### src/rtl/bbot_quadrature_decoder.sv
// Quadrature encoder decoder: synchronised, glitch-filtered 4x decode with
// position count, direction, sticky illegal-transition flag and windowed velocity.
module bbot_quadrature_decoder #(
  parameter int unsigned      WIDTH       = 32,
  parameter int unsigned      FILTER_LEN  = 3,
  parameter int unsigned      VEL_WINDOW  = 10000,
  parameter logic [WIDTH-1:0] RESET_COUNT = {1'b1, {(WIDTH-1){1'b0}}}
) (
  input  logic             clock,
  input  logic             reset_l,
  input  logic             A,
  input  logic             B,
  input  logic             clear,
  input  logic             load,
  input  logic [WIDTH-1:0] load_value,
  input  logic             err_clear,
  output logic [WIDTH-1:0] count,
  output logic             direction,
  output logic             error,
  output logic [WIDTH-1:0] velocity,
  output logic             vel_valid
);

  localparam int unsigned      WCW       = $clog2(VEL_WINDOW);
  localparam logic [WCW-1:0]   WIN_LAST  = WCW'(VEL_WINDOW - 1);
  localparam logic [3:0]       FILT_LAST = 4'(FILTER_LEN - 1);
  localparam logic [WIDTH-1:0] ACC_MAX   = {1'b0, {(WIDTH-1){1'b1}}};
  localparam logic [WIDTH-1:0] ACC_MIN   = {1'b1, {(WIDTH-1){1'b0}}};

  typedef enum logic [1:0] {
    STEP_NONE,
    STEP_INC,
    STEP_DEC,
    STEP_ERR
  } step_e;

  logic [1:0]       sync1_q, sync1_d;
  logic [1:0]       sync2_q, sync2_d;
  logic [1:0]       filt_q, filt_d;
  logic [1:0]       filt_prev_q, filt_prev_d;
  logic [3:0]       fcnt_q, fcnt_d;
  step_e            step_q, step_d;
  logic [WIDTH-1:0] count_q, count_d;
  logic             dir_q, dir_d;
  logic             err_q, err_d;
  logic [WIDTH-1:0] acc_q, acc_d;
  logic [WIDTH-1:0] acc_step;
  logic [WIDTH-1:0] vel_q, vel_d;
  logic             vv_q, vv_d;
  logic [WCW-1:0]   win_q, win_d;

  always_comb begin
    sync1_d     = {A, B};
    sync2_d     = sync1_q;
    filt_d      = filt_q;
    fcnt_d      = '0;
    filt_prev_d = filt_q;
    // The run counter restarts whenever the synchronised level agrees with
    // the filtered one, so only an unbroken run of FILTER_LEN samples is accepted.
    if (sync2_q != filt_q) begin
      if (fcnt_q == FILT_LAST) filt_d = sync2_q;
      else                     fcnt_d = fcnt_q + 4'd1;
    end

    unique case ({filt_prev_q, filt_q})
      4'b0010, 4'b1011, 4'b1101, 4'b0100: step_d = STEP_INC;
      4'b0001, 4'b0111, 4'b1110, 4'b1000: step_d = STEP_DEC;
      4'b0011, 4'b1100, 4'b1001, 4'b0110: step_d = STEP_ERR;
      default:                            step_d = STEP_NONE;
    endcase

    count_d = count_q;
    if (load)                      count_d = load_value;
    else if (clear)                count_d = RESET_COUNT;
    else if (step_q == STEP_INC)   count_d = count_q + WIDTH'(1);
    else if (step_q == STEP_DEC)   count_d = count_q - WIDTH'(1);

    dir_d = dir_q;
    if (step_q == STEP_INC)      dir_d = 1'b1;
    else if (step_q == STEP_DEC) dir_d = 1'b0;

    err_d = err_q;
    if (err_clear)          err_d = 1'b0;
    if (step_q == STEP_ERR) err_d = 1'b1;

    acc_step = acc_q;
    if (step_q == STEP_INC && acc_q != ACC_MAX)      acc_step = acc_q + WIDTH'(1);
    else if (step_q == STEP_DEC && acc_q != ACC_MIN) acc_step = acc_q - WIDTH'(1);

    if (win_q == WIN_LAST) begin
      vel_d = acc_step;
      vv_d  = 1'b1;
      acc_d = '0;
      win_d = '0;
    end else begin
      vel_d = vel_q;
      vv_d  = 1'b0;
      acc_d = acc_step;
      win_d = win_q + WCW'(1);
    end
  end

  always_ff @(posedge clock or negedge reset_l) begin
    if (!reset_l) begin
      sync1_q     <= '0;
      sync2_q     <= '0;
      filt_q      <= '0;
      filt_prev_q <= '0;
      fcnt_q      <= '0;
      step_q      <= STEP_NONE;
      count_q     <= RESET_COUNT;
      dir_q       <= 1'b0;
      err_q       <= 1'b0;
      acc_q       <= '0;
      vel_q       <= '0;
      vv_q        <= 1'b0;
      win_q       <= '0;
    end else begin
      sync1_q     <= sync1_d;
      sync2_q     <= sync2_d;
      filt_q      <= filt_d;
      filt_prev_q <= filt_prev_d;
      fcnt_q      <= fcnt_d;
      step_q      <= step_d;
      count_q     <= count_d;
      dir_q       <= dir_d;
      err_q       <= err_d;
      acc_q       <= acc_d;
      vel_q       <= vel_d;
      vv_q        <= vv_d;
      win_q       <= win_d;
    end
  end

  assign count     = count_q;
  assign direction = dir_q;
  assign error     = err_q;
  assign velocity  = vel_q;
  assign vel_valid = vv_q;

endmodule

### config.mk
export PLATFORM = sky130hd
export DESIGN_NAME = bbot_quadrature_decoder
export DESIGN_NICKNAME = d
export VERILOG_FILES = /design/src/rtl/bbot_quadrature_decoder.sv
export SDC_FILE = /design/constraint.sdc
export NUM_CORES = 1
export LEC_CHECK = 0
export ABC_AREA = 1
export BUFFER_PORTS_ARGS = -buffer_cell sky130_fd_sc_hd__buf_2
export CORE_MARGIN = 3
export CORE_UTILIZATION = 40
export CTS_CLUSTER_SIZE = 40
export DETAILED_ROUTE_END_ITERATION = 8
export GPL_ROUTABILITY_DRIVEN = 0
export SLEW_MARGIN = 20
export SYNTH_ARGS = -nofsm -noshare
export SYNTH_HDL_FRONTEND = slang
export SYNTH_SLANG_ARGS = --single-unit
### constraint.sdc
create_clock -name clock -period 3.8 [get_ports clock]
set_input_delay 0.76 -clock clock [delete_from_list [all_inputs] [get_ports clock]]
set_output_delay 0.76 -clock clock [all_outputs]
set_load 0.01 [all_outputs]
## Word-level counts from Yosys, hierarchy flattened

Memory sizes are Yosys's and may differ from the RTL's. A register that Yosys moved wholly into a read port is not among the register bits.
Index checks and enable logic that the tools add are counted.

- Bits in registers: 125
- Bits in read-only memories: 32
- Bits of input ports: 39
- Output and inout port bits: 67
- Word-level logic and storage cells: 49
- Memories: 1

Memories:

| name | depth | width | read ports | clocked after memory_dff | wr ports | RTL line | source |
|---|---|---|---|---|---|---|---|
| (name not given) | 16 | 2 | 1 | 1 | 0 | 65 | `unique case ({filt_prev_q, filt_q})` |

- Add/subtract/negate cells: 6
- Eq/ne operators: 8
- Mux-type cells: 15
- Reduce and logical (&&, ||, !) cells: 7

Operators with widths:

| kind | count |
|---|---|
| 32-bit 2-to-1 mux | 7 |
| 32-bit by 1-bit adder with 32-bit output (second input constant) | 2 |
| 32-bit by 1-bit subtractor with 32-bit output (second input constant) | 2 |
| 32-bit by 31-bit inequality test with 1-bit output (second input constant) | 1 |
| 32-bit inequality test (second input constant) | 1 |
| 14-bit by 1-bit adder with 14-bit output (second input constant) | 1 |
| 14-bit == test (second input constant) | 1 |
| 14-bit 2-to-1 mux | 1 |
| 4-bit 2-to-1 mux | 2 |
| 1-bit 2-to-1 mux | 5 |
| 4-bit by 1-bit adder with 4-bit output (second input constant) | 1 |
| 2-bit == test (second input constant) | 2 |
| 4-bit by 2-bit == test with 1-bit output (second input constant) | 1 |
| 2-bit nonzero test | 2 |
| 4-bit nonzero test | 1 |
| 2-bit by 1-bit == test with 1-bit output (second input constant) | 1 |
| 1-bit logical AND | 2 |
| 2-bit inequality test | 1 |
| 2-bit AND reduction | 1 |
| 1-bit logical NOT | 1 |

## Depth between registers and ports, before layout

Gate-level depths: netlist of the first run.

- Depth in word-level cells: 5
- Depth in mapped cells: 16

## Worst setup path before layout of the first run

No wires, ideal clock.

- Path type: reg2reg
- Start point: register step_q[0]
- End point: register count_q[16] (netlist: count[16])
- Library setup time: 122 ps
- Data arrival time: 2,586 ps
- Path slack: 1,092 ps
- Stages on the path, launching flop included: 13
- Buffers on the path: 0
- Period minus slack after synthesis: 2,708 ps
- Path through: dfrtp_1 -> ha_1 -> inv_1 -> ha_1 -> nand2_1 -> inv_1 -> a21oi_1 -> nand2_1 -> nand2_1 -> nand2_1 -> or2_2 -> nand3_1 -> a21oi_1

- Cells in the longest elaborated chain, start to end: 4
- Elaborated cells on any way between the ends: 6
- Classes of those cells: eq/ne: 2; mux: 3; reduce/logical: 1

RTL lines:

| what | RTL line | source |
|---|---|---|
| start: declaration | 42 | `step_e step_q, step_d;` |
| 2-bit by 1-bit == test with 1-bit output | 75 | `else if (step_q == STEP_INC) count_d = count_q + WIDTH'(1);` |
| 32-bit 2-to-1 mux | 75 |  |
| 32-bit 2-to-1 mux | 74 | `else if (clear) count_d = RESET_COUNT;` |
| 32-bit 2-to-1 mux | 73 | `if (load) count_d = load_value;` |
| end signal: assignment | 125 | `count_q <= count_d;` |
| end: declaration | 43 | `logic [WIDTH-1:0] count_q, count_d;` |

Parallel ways exist; a longest one is shown, timed or not.
A chain may end at the register's enable or synchronous reset.

## Final worst setup path of the first run

- Start point: register step_q[0]
- End point: register count_q[15] (netlist: count[15])

Same word-level chain as after synthesis.

==> run summary, run 1 <==
Data arrives at the worst endpoint at 3.30 ns. The endpoint identified for the worst register-to-register timing path is count[15]. The post-layout worst setup margin came out at 0.797 ns.

Clock skew on the completed layout was measured at 0.0148 ns. Setup repair after global routing left no endpoint under its margin. The tools report the residual overflow from global routing as 0.

Later-pin clock latency in the skew report: 0.43 ns. The initial antenna violation count is 0, and the die extent in x is 165 um. The tools report the first-pass GRT wire length as 49400 um.

Startpoint type of the worst setup path: a flop. The critical path goes through ha_1, inv_1, buf_4, ha_1, nand2_1, nand3_1, nand2_1, nand2_1, nand2_1, nand2_1, o21ai_0, a21oi_1. For the cell internal power dissipation, the log shows 4.81 mW. After routing, the total negative slack on setup checks comes to 0 ns. The netlist area before placement is 0.0101 mm^2. After synthesis, flip-flops and latches occupy 31.3% of the total area. Headroom to the max-slew limit came out at 33.4%. Startpoint of the worst setup timing path: step_q[0]. During I/O placement, the number of pins put on the boundary was 106. For the H-tree depth, the log shows 4.

The warning count from the yosys run is 0. The core region is 0.0246 mm^2. Across all register-to-register paths, the minimum setup slack is 0.80 ns.

The number of failing hold endpoints at the final stage is 0. The tools report the peak supply drop as 0.000324 V. The maximum clock insertion buffer count came out at 2.

The mean area per synthesized cell was 6.16 um^2. Critical setup path kind: reg2reg. Once detailed placement completed, the half-perimeter wirelength came to 23500 um.

The sequential fraction of design power came out at 21.1%. TritonCTS built the clock tree. For this design the total switching power over the nets is 5.46 mW.

The min-delay analysis places its worst path in the category in2async. After synthesis, the netlist uses 39 different library cells. Measured in cells, the most critical reg-to-reg path has a length of 12. The share of synthesized area in the top cell type comes to 31.1%. The biggest area contributor in the post-synthesis netlist is sky130_fd_sc_hd__dfrtp_1. Clock-pin slew was measured on the worst setup and hold paths at 0.06 ns. Ranked by total cell area, the synthesized netlist is headed by sky130_fd_sc_hd__dfrtp_1, sky130_fd_sc_hd__nand2_1, sky130_fd_sc_hd__inv_1, sky130_fd_sc_hd__nor2_1, sky130_fd_sc_hd__a21oi_1.

Setup violations remaining at the end of the flow were counted as 0. For the number of antenna-violating nets in the routed design, the log shows 0. Number of global-route vias before repair: 9925.

Endpoint of the worst setup timing path: count[15]. The routed via count was 10300; the die span in y was 165 um. After floorplanning, the core was divided into 57 placement rows. The share of total power in the clock network came out at 15.8%.

The post-cts gate resize count was 0; the layout cell share with drive strength beyond 1 was 9.76%. Pin count of the biggest net entering global routing: 76. Once layout is complete, the utilization of the core stands at 46.5%. The cell count after synthesis was 1647; the die area was 0.0273 mm^2. Static timing analysis puts the maximum clock frequency at 333 MHz. The maximum single-stage delay on the critical path came out at 0.43 ns. Cell seen most often among critical-path stages: sky130_fd_sc_hd__nand2_1.

Among all flip-flop cells after synthesis, the most frequent one is sky130_fd_sc_hd__dfrtp_1. For this run, design rule violations remaining after detail routing come to 0. Combinational power share: 63.1%. In the final routed layout, each cell accounts on average for 14.8 um.

Buffers inserted to repair hold after CTS numbered 0. In this run the post-CTS setup repair buffer count came out at 0. Wires add up to 30600 um. Counting flops with a built-in enable in the synthesized netlist gives 0.

The net switching share of the total power was 53.2%. During placement, the flow inserted port buffers numbering 105. The clock net in this run drives a total of 127 sinks.

OpenSTA, run right after detailed placement, puts the worst setup slack at 0.822 ns. Root buffer cell: sky130_fd_sc_hd__clkbuf_16. In the finished design, the share of the clock period the worst path needs comes to 79.0%. For this run, the detailed router's first-pass iteration total came to 5. The number of antenna diodes in the final layout is 0. The detailed router finished its first iteration with 673 violations.

Synthesis inferred 127 register bits. Data on the critical path is required at its endpoint by 4.09 ns. TritonCTS created 17 clock buffers. Maximum fanout along the worst path: 16.

Sorting the synthesized cells by how often they occur yields sky130_fd_sc_hd__nand2_1, sky130_fd_sc_hd__inv_1, sky130_fd_sc_hd__nor2_1. The most frequently used cell type in the post-synthesis netlist was sky130_fd_sc_hd__nand2_1. The slew at the pin closest to its max-slew limit is 0.993 ns. Beginning of the worst register-to-register path: step_q[0]. The number of placed instances, taps included, is 2034. Leaving out filler cells and counting taps, the final layout contains 2066.

With fillers left out, the area of the finished cells amounts to 0.0114 mm^2. For the initial core utilization, the log shows 41.3%. The power density of the placed cells was 898 mW/mm^2. Global routing used 22.8% of the available tracks across all layers. For this design the static power due to leakage is 6.54 nW. For this run, asynchronously set or reset flops after synthesis account for 100%. The flow ran to the end, and the final reports show no timing, DRC or antenna violations.

Shortest period the worst path allows: 3.00 ns. The sort of element at the end of the critical path is a flop. Compared with the post-synthesis result, the final layout area differs by 12.6%. The final layout contains 1815 nets. When the netlist entered floorplanning its net count stood at 1733. The run gives 0 as the max-slew violation count. The tool flagged a number of max-cap violations equal to 0. After detailed routing, the number of vias per cell comes to 5.00.

The slowest stage of the critical path is the sky130_fd_sc_hd__inv_1 cell. The placed instances occupy a cell area of 0.0109 mm^2.
-- logic make-up after synthesis --
kind of cell,synth area share (%)
simple gates,40.0
buf+inv,10.8
compound gates,8.26
flops,31.3
fa+ha+maj,5.87
xor+xnor,3.80
-- power by group through the flow --
stage               Combinational, mW  Clock [mW]  Sequential, mW
floorplan                        4.87           0            2.05
global placement                 6.37           0            2.17
finish                           6.48        1.62            2.16
global route                     7.45        1.71            2.21
detailed placement               6.42           0            2.18
CTS                              6.46        1.66            2.16
-- layer usage --
layer	track usage, %	wire length (um)
met1	27.9	13100
met2	39.6	14700
met3	3.62	1630
met4	9.91	1120
met5	0	0
-- flip-flops by register name, summed over array words and instances (netlist names) --
register / cells
win_q: 14
sync2_q: 2
filt_prev_d: 2
vel_valid: 1
sync1_q: 2
filt_prev_q: 2
count: 32
step_q: 2
direction: 1
fcnt_q: 4
acc_q: 32
error: 1
velocity: 32
-- worst min-delay path by stage --
stage	startpoint	to	slack [ns]	cells after the start
floorplan	sync1_q[0]	sync2_q[0]	0.33	0
global placement	sync1_q[0]	sync2_q[0]	0.34	0
detailed placement	sync1_q[0]	sync2_q[0]	0.33	0
CTS	reset_l	count[10]	0.29	1
global route	reset_l	count[10]	0.32	1
finish	reset_l	count[10]	0.28	1
-- stage by stage --
step	hold slack [ns]	total power, mW
finish	0.278	10.3
global route	0.320	11.4
CTS	0.291	10.3
detailed placement	0.335	8.60
global placement	0.336	8.54
floorplan	0.331	6.92
-- cells in the final DEF, fill, tap and decap left out, types with 7 or more instances in the layout --
| master | synthesis | layout |
|---|---|---|
| sky130_fd_sc_hd__nor2_1 | 187 | 186 |
| sky130_fd_sc_hd__ha_1 | 46 | 46 |
| sky130_fd_sc_hd__clkinv_2 | 0 | 7 |
| sky130_fd_sc_hd__xor2_1 | 40 | 40 |
| sky130_fd_sc_hd__clkbuf_16 | 0 | 17 |
| sky130_fd_sc_hd__o21ai_0 | 21 | 21 |
| sky130_fd_sc_hd__buf_4 | 1 | 8 |
| sky130_fd_sc_hd__buf_2 | 24 | 104 |
| sky130_fd_sc_hd__or2_2 | 9 | 9 |
| sky130_fd_sc_hd__a21oi_1 | 119 | 119 |
| sky130_fd_sc_hd__nand3_1 | 86 | 86 |
| sky130_fd_sc_hd__nor3_1 | 26 | 26 |
| sky130_fd_sc_hd__o21ai_1 | 8 | 8 |
| sky130_fd_sc_hd__inv_1 | 205 | 204 |
| sky130_fd_sc_hd__nand4_1 | 17 | 17 |
| sky130_fd_sc_hd__dfrtp_1 | 126 | 126 |
| sky130_fd_sc_hd__nand2_1 | 666 | 666 |
-- cell type report --
class | count | area (um^2)
clock inverters | 12 | 119
flip-flops and latches | 127 | 3180
multi-input cells | 1260 | 5890
clock buffers | 20 | 447
repair buffers | 114 | 612
inverters | 209 | 785
fillers | 2649 | 13200
well taps | 324 | 405
-- worst max-delay path: cells and delay by family (launching register included) --
kind | cells | cell delay, ns
simple gates | 6 | 0.70
fa+ha+maj | 2 | 0.59
buf+inv | 2 | 0.76
compound gates | 2 | 0.42
flops | 1 | 0.39
Note: power is estimated with default switching activity, not from simulation.
==> run 2, diff against run 1 <==
ABC_AREA = 0   (was 1)
clock period = 2.9 ns   (was 3.8 ns; I/O delays follow)
==> run summary, run 2 <==
The maximum clock insertion buffer count is 2 (unchanged), and the worst relative slew slack is 62.7% (+29 points). For the max capacitance violation total, the log shows 0 (unchanged). The die area is 0.0212 mm^2 (-22%), and the number of standard cells in the final layout excluding fillers is 1312 (-36%). The post-detailed-route via-to-cell ratio is 5.30 (+6.0%), and the share of Yosys cell area claimed by the top area cell type is 40.5% (+9.4 points). The initial antenna violation count came out at 0 (unchanged). The instance count after placement with tap cells included was 1273 (-37%); the combinational power share was 62.6% (-0.5 points). Clock-pin transition on the worst setup and hold timing paths: 0.06 ns (about the same).

Number of synthesized flops with an enable pin: 0 (unchanged). STA classifies the critical path endpoint as a flop. The run gives 0.43 ns (about the same) as the later-pin clock latency in the skew report. The CTS buffer count is 17 (unchanged). The number of distinct library cells after synthesis was 77 (+97%).

The most used flip-flop cell after synthesis is sky130_fd_sc_hd__dfrtp_1. The count of buffers inserted at the top-level ports is 105 (unchanged), and the required time of the worst setup path is 3.23 ns (-0.86 ns). The final reports fail on setup timing.

The worst setup path is launched from a flop. The final routed wire length divided by cell count is 15.5 um (+4.3%). The number of synthesized register bits was 127 (unchanged). The maximum fanout along the worst path was 7 (-9); the routed via count was 6959 (-33%).

The cell count after synthesis is 869 (-47%), and the violation count after the first detailed-routing iteration is 406 (-40%). The tools report the data arrival time of the worst path as 3.27 ns (-0.03 ns). The run finished, with violations left. For the sequential fraction of design power, the log shows 21.4% (+0.3 points).

The largest delay contributor family on the critical path is compound AO/OA/AOI/OAI gates. Die span in y: 146 um (-12%). The critical path buffer and inverter count was 3 (+1). Ranked by instance count, the synthesized netlist is headed by sky130_fd_sc_hd__dfrtp_1, sky130_fd_sc_hd__nand2_1, sky130_fd_sc_hd__nor2_1. The tools report the number of antenna diodes as 0 (unchanged).

The library cell used most frequently in the layout, excluding fill and tap cells, is sky130_fd_sc_hd__dfrtp_1. The tools report the peak supply drop as 0.000756 V (+130%). Setup repair after global routing could not meet its margin everywhere. Number of top-level design ports: 106 (unchanged). The run gives 50 (-12%) as the cell row count. The tools report the post-layout worst setup margin as -0.0412 ns (-0.838 ns). The logs give 1756 (-34%) for the fill cell instance count of the final layout and 3 (+3) for the number of endpoints failing setup at the final stage.

The sequential fraction of the synthesis area came out at 40.8% (+9.5 points). The mean area per synthesized cell was 8.97 um^2 (+46%). The cell accounting for the most synthesized area was sky130_fd_sc_hd__dfrtp_1. Initial core utilization: 41.3% (about the same).

The logs give 340 MHz (+2.1%) for the top achievable clock speed and 0 (unchanged) for the warning count from the yosys run. The tools report the net total in the final layout as 1127 (-38%). The slowest stage of the critical path is the sky130_fd_sc_hd__dfrtp_1 cell. The count of hold-fix buffers inserted at cts was 0 (unchanged); the die extent in x was 146 um (-12%).

The run gives 20300 um (-34%) as the aggregate routed wire length. The first-pass GRT wire length was 33700 um (-32%); the net switching share of the total power was 43.9% (-9.3 points). The netlist area before placement is 0.00779 mm^2 (-23%). The area growth from synthesis to layout is 29.5%. The logs give 66 (-13%) for the pin count of the biggest net entering global routing and 13.2 mW (+28%) for the overall power. The number of nets in the synthesized netlist is 955 (-45%). The most frequently used cell type in the post-synthesis netlist was sky130_fd_sc_hd__dfrtp_1. For the power spent charging and discharging nets, the log shows 5.77 mW (+5.7%).

The number of antenna-violating nets in the routed design is 0 (unchanged). The tools report the share of total power in the clock network as 16.1% (+0.3 points). The max-slew violation count was 0 (unchanged).

After synthesis, the cell types taking the most area are sky130_fd_sc_hd__dfrtp_1, sky130_fd_sc_hd__ha_1, sky130_fd_sc_hd__xnor2_1, sky130_fd_sc_hd__nand2_1, sky130_fd_sc_hd__o21ai_0. The clock sink count was 127 (unchanged); the layout cell share with drive strength beyond 1 was 27.9% (+18 points). The H-tree depth came out at 4 (unchanged). Traced cell by cell, the critical path runs through inv_2, ha_4, clkinv_8, buf_4, ha_4, and3_1, and3_1, a211o_1, a41oi_4, o221ai_2, or3_1, a311oi_1.

The post-placement worst setup slack is -0.156 ns (-0.978 ns), and the maximum single-stage delay on the critical path is 0.38 ns (-0.05 ns). The leakage power was 4.64 nW (-29%); the iteration count of the initial detailed-routing pass was 5 (unchanged). The overall fraction of global-route tracks in use came out at 19.3% (-3.5 points). The tools report the residual overflow from global routing as 0 (unchanged). The fraction of registers with async set or reset after synthesis was 100% (unchanged).

The tightest min-delay check is of the in2async type. The final cycle utilization of the critical path works out to 101% (+22 points). The tools report the number of global-route vias before repair as 6721 (-32%). Leaving out fill and tap cells, the most frequent cells in the layout are sky130_fd_sc_hd__dfrtp_1, sky130_fd_sc_hd__nand2_1, sky130_fd_sc_hd__buf_2. The tools report the area of the placeable core as 0.0189 mm^2 (-23%). By startpoint and endpoint, the worst setup path is classified as reg2reg.

The maximum clock skew at final layout was 0.00974 ns (-0.00504 ns); the final HPWL from detailed placement was 14600 um (-38%). The number of failing hold endpoints at the final stage was 0 (unchanged). The cell internal power dissipation came out at 7.38 mW (+54%).

TritonCTS built the clock tree. Clock tree synthesis selected as its root buffer the cell sky130_fd_sc_hd__clkbuf_16. The tools report the number of DRC violations after detailed routing as 0 (unchanged). The power density of the placed cells was 1300 mW/mm^2 (+45%); the shortest period the worst path allows was 2.94 ns (-0.0620 ns).

The slew at the pin closest to its max-slew limit works out to 0.559 ns (-0.434 ns).
## run 2: changes by cell type in the layout (fill, tap and decap cells not counted), sizes merged, moves of 52 or more
cell / previous run / this run
nand2: 669 / 106
inv: 208 / 28
nor2: 191 / 88
buf: 114 / 190
a21oi: 119 / 50
nand3: 86 / 29
o21ai: 30 / 82
## run 2: area by class of cell
class / count / area [um^2] / share of cell area [%]
Inverter: 28 / 118 / 1.16
Clock inverter: 10 / 113 / 1.12
Timing Repair inverter: 3 / 33.8 / 0.335
Multi-Input combinational cell: 674 / 4670 / 46.3
Tap cell: 260 / 325 / 3.22
Clock buffer: 20 / 467 / 4.62
Timing Repair Buffer: 190 / 1190 / 11.8
Sequential cell: 127 / 3180 / 31.5
## run 2: cells by family (layout without fill, tap and decap cells)
logic type,Yosys count,in the layout,synth area share (%)
flip-flops,127,127,40.8
AO/OA/AOI/OAI,227,227,18.8
XOR/XNOR,70,70,7.87
adder cells (fa/ha/maj),47,47,7.64
AND/OR/NAND/NOR,322,322,20.0
multiplexers,8,8,1.06
buffers and inverters,68,251,3.84
## run 2: layer usage
layer | vias to the layer above | track usage (%) | routed length (um)
li1 | 3463 | - | -
met1 | 3312 | 26.7 | 9800
met2 | 160 | 30.3 | 9380
met3 | 24 | 4.30 | 857
met4 | 0 | 5.84 | 253
met5 | - | 0 | 0
## run 2: path summary, 6_finish.rpt
check	depth (start not counted)	slack, ns	startpoint	end
setup / recovery	12	-0.04	step_q[1]	count[28]
hold reg to reg	0	0.35	sync1_q[1]	sync2_q[1]
max in group asynchronous	2	2.01	reset_l	direction
hold / removal	1	0.10	reset_l	win_q[9]
setup reg to reg	12	-0.04	step_q[1]	count[28]
min in group clock	1	0.26	B	sync1_q[0]
## run 2: power by group through the flow
stage	clock [mW]	sequential [mW]	combinational, mW
after floorplan	0	2.70	4.86
after global placement	0	2.80	7.26
after detailed placement	0	2.80	7.28
after CTS	2.17	2.80	7.76
after global routing	2.24	2.89	9.08
final	2.11	2.81	8.23
## run 2: timing repair
action,4_1_cts,5_1_grt
setup endpoints to repair,9,24
pin swaps,14,14
setup buffers,4,3
cloned,3,0
resized for setup,23,29
## run 2: metrics by stage
step | utilization (%) | TNS [ns] | hold slack (ns) | cell area, um^2
after global routing | 53.4 | -1.22 | 0.136 | 10100
after detailed placement | 48.4 | -0.290 | 0.335 | 9150
after CTS | 52.6 | -0.113 | 0.123 | 9930
final | 53.4 | -0.0708 | 0.104 | 10100
after floorplan | - | -0.00300 | 0.284 | 7880
after global placement | 48.4 | -0.137 | 0.334 | 9150
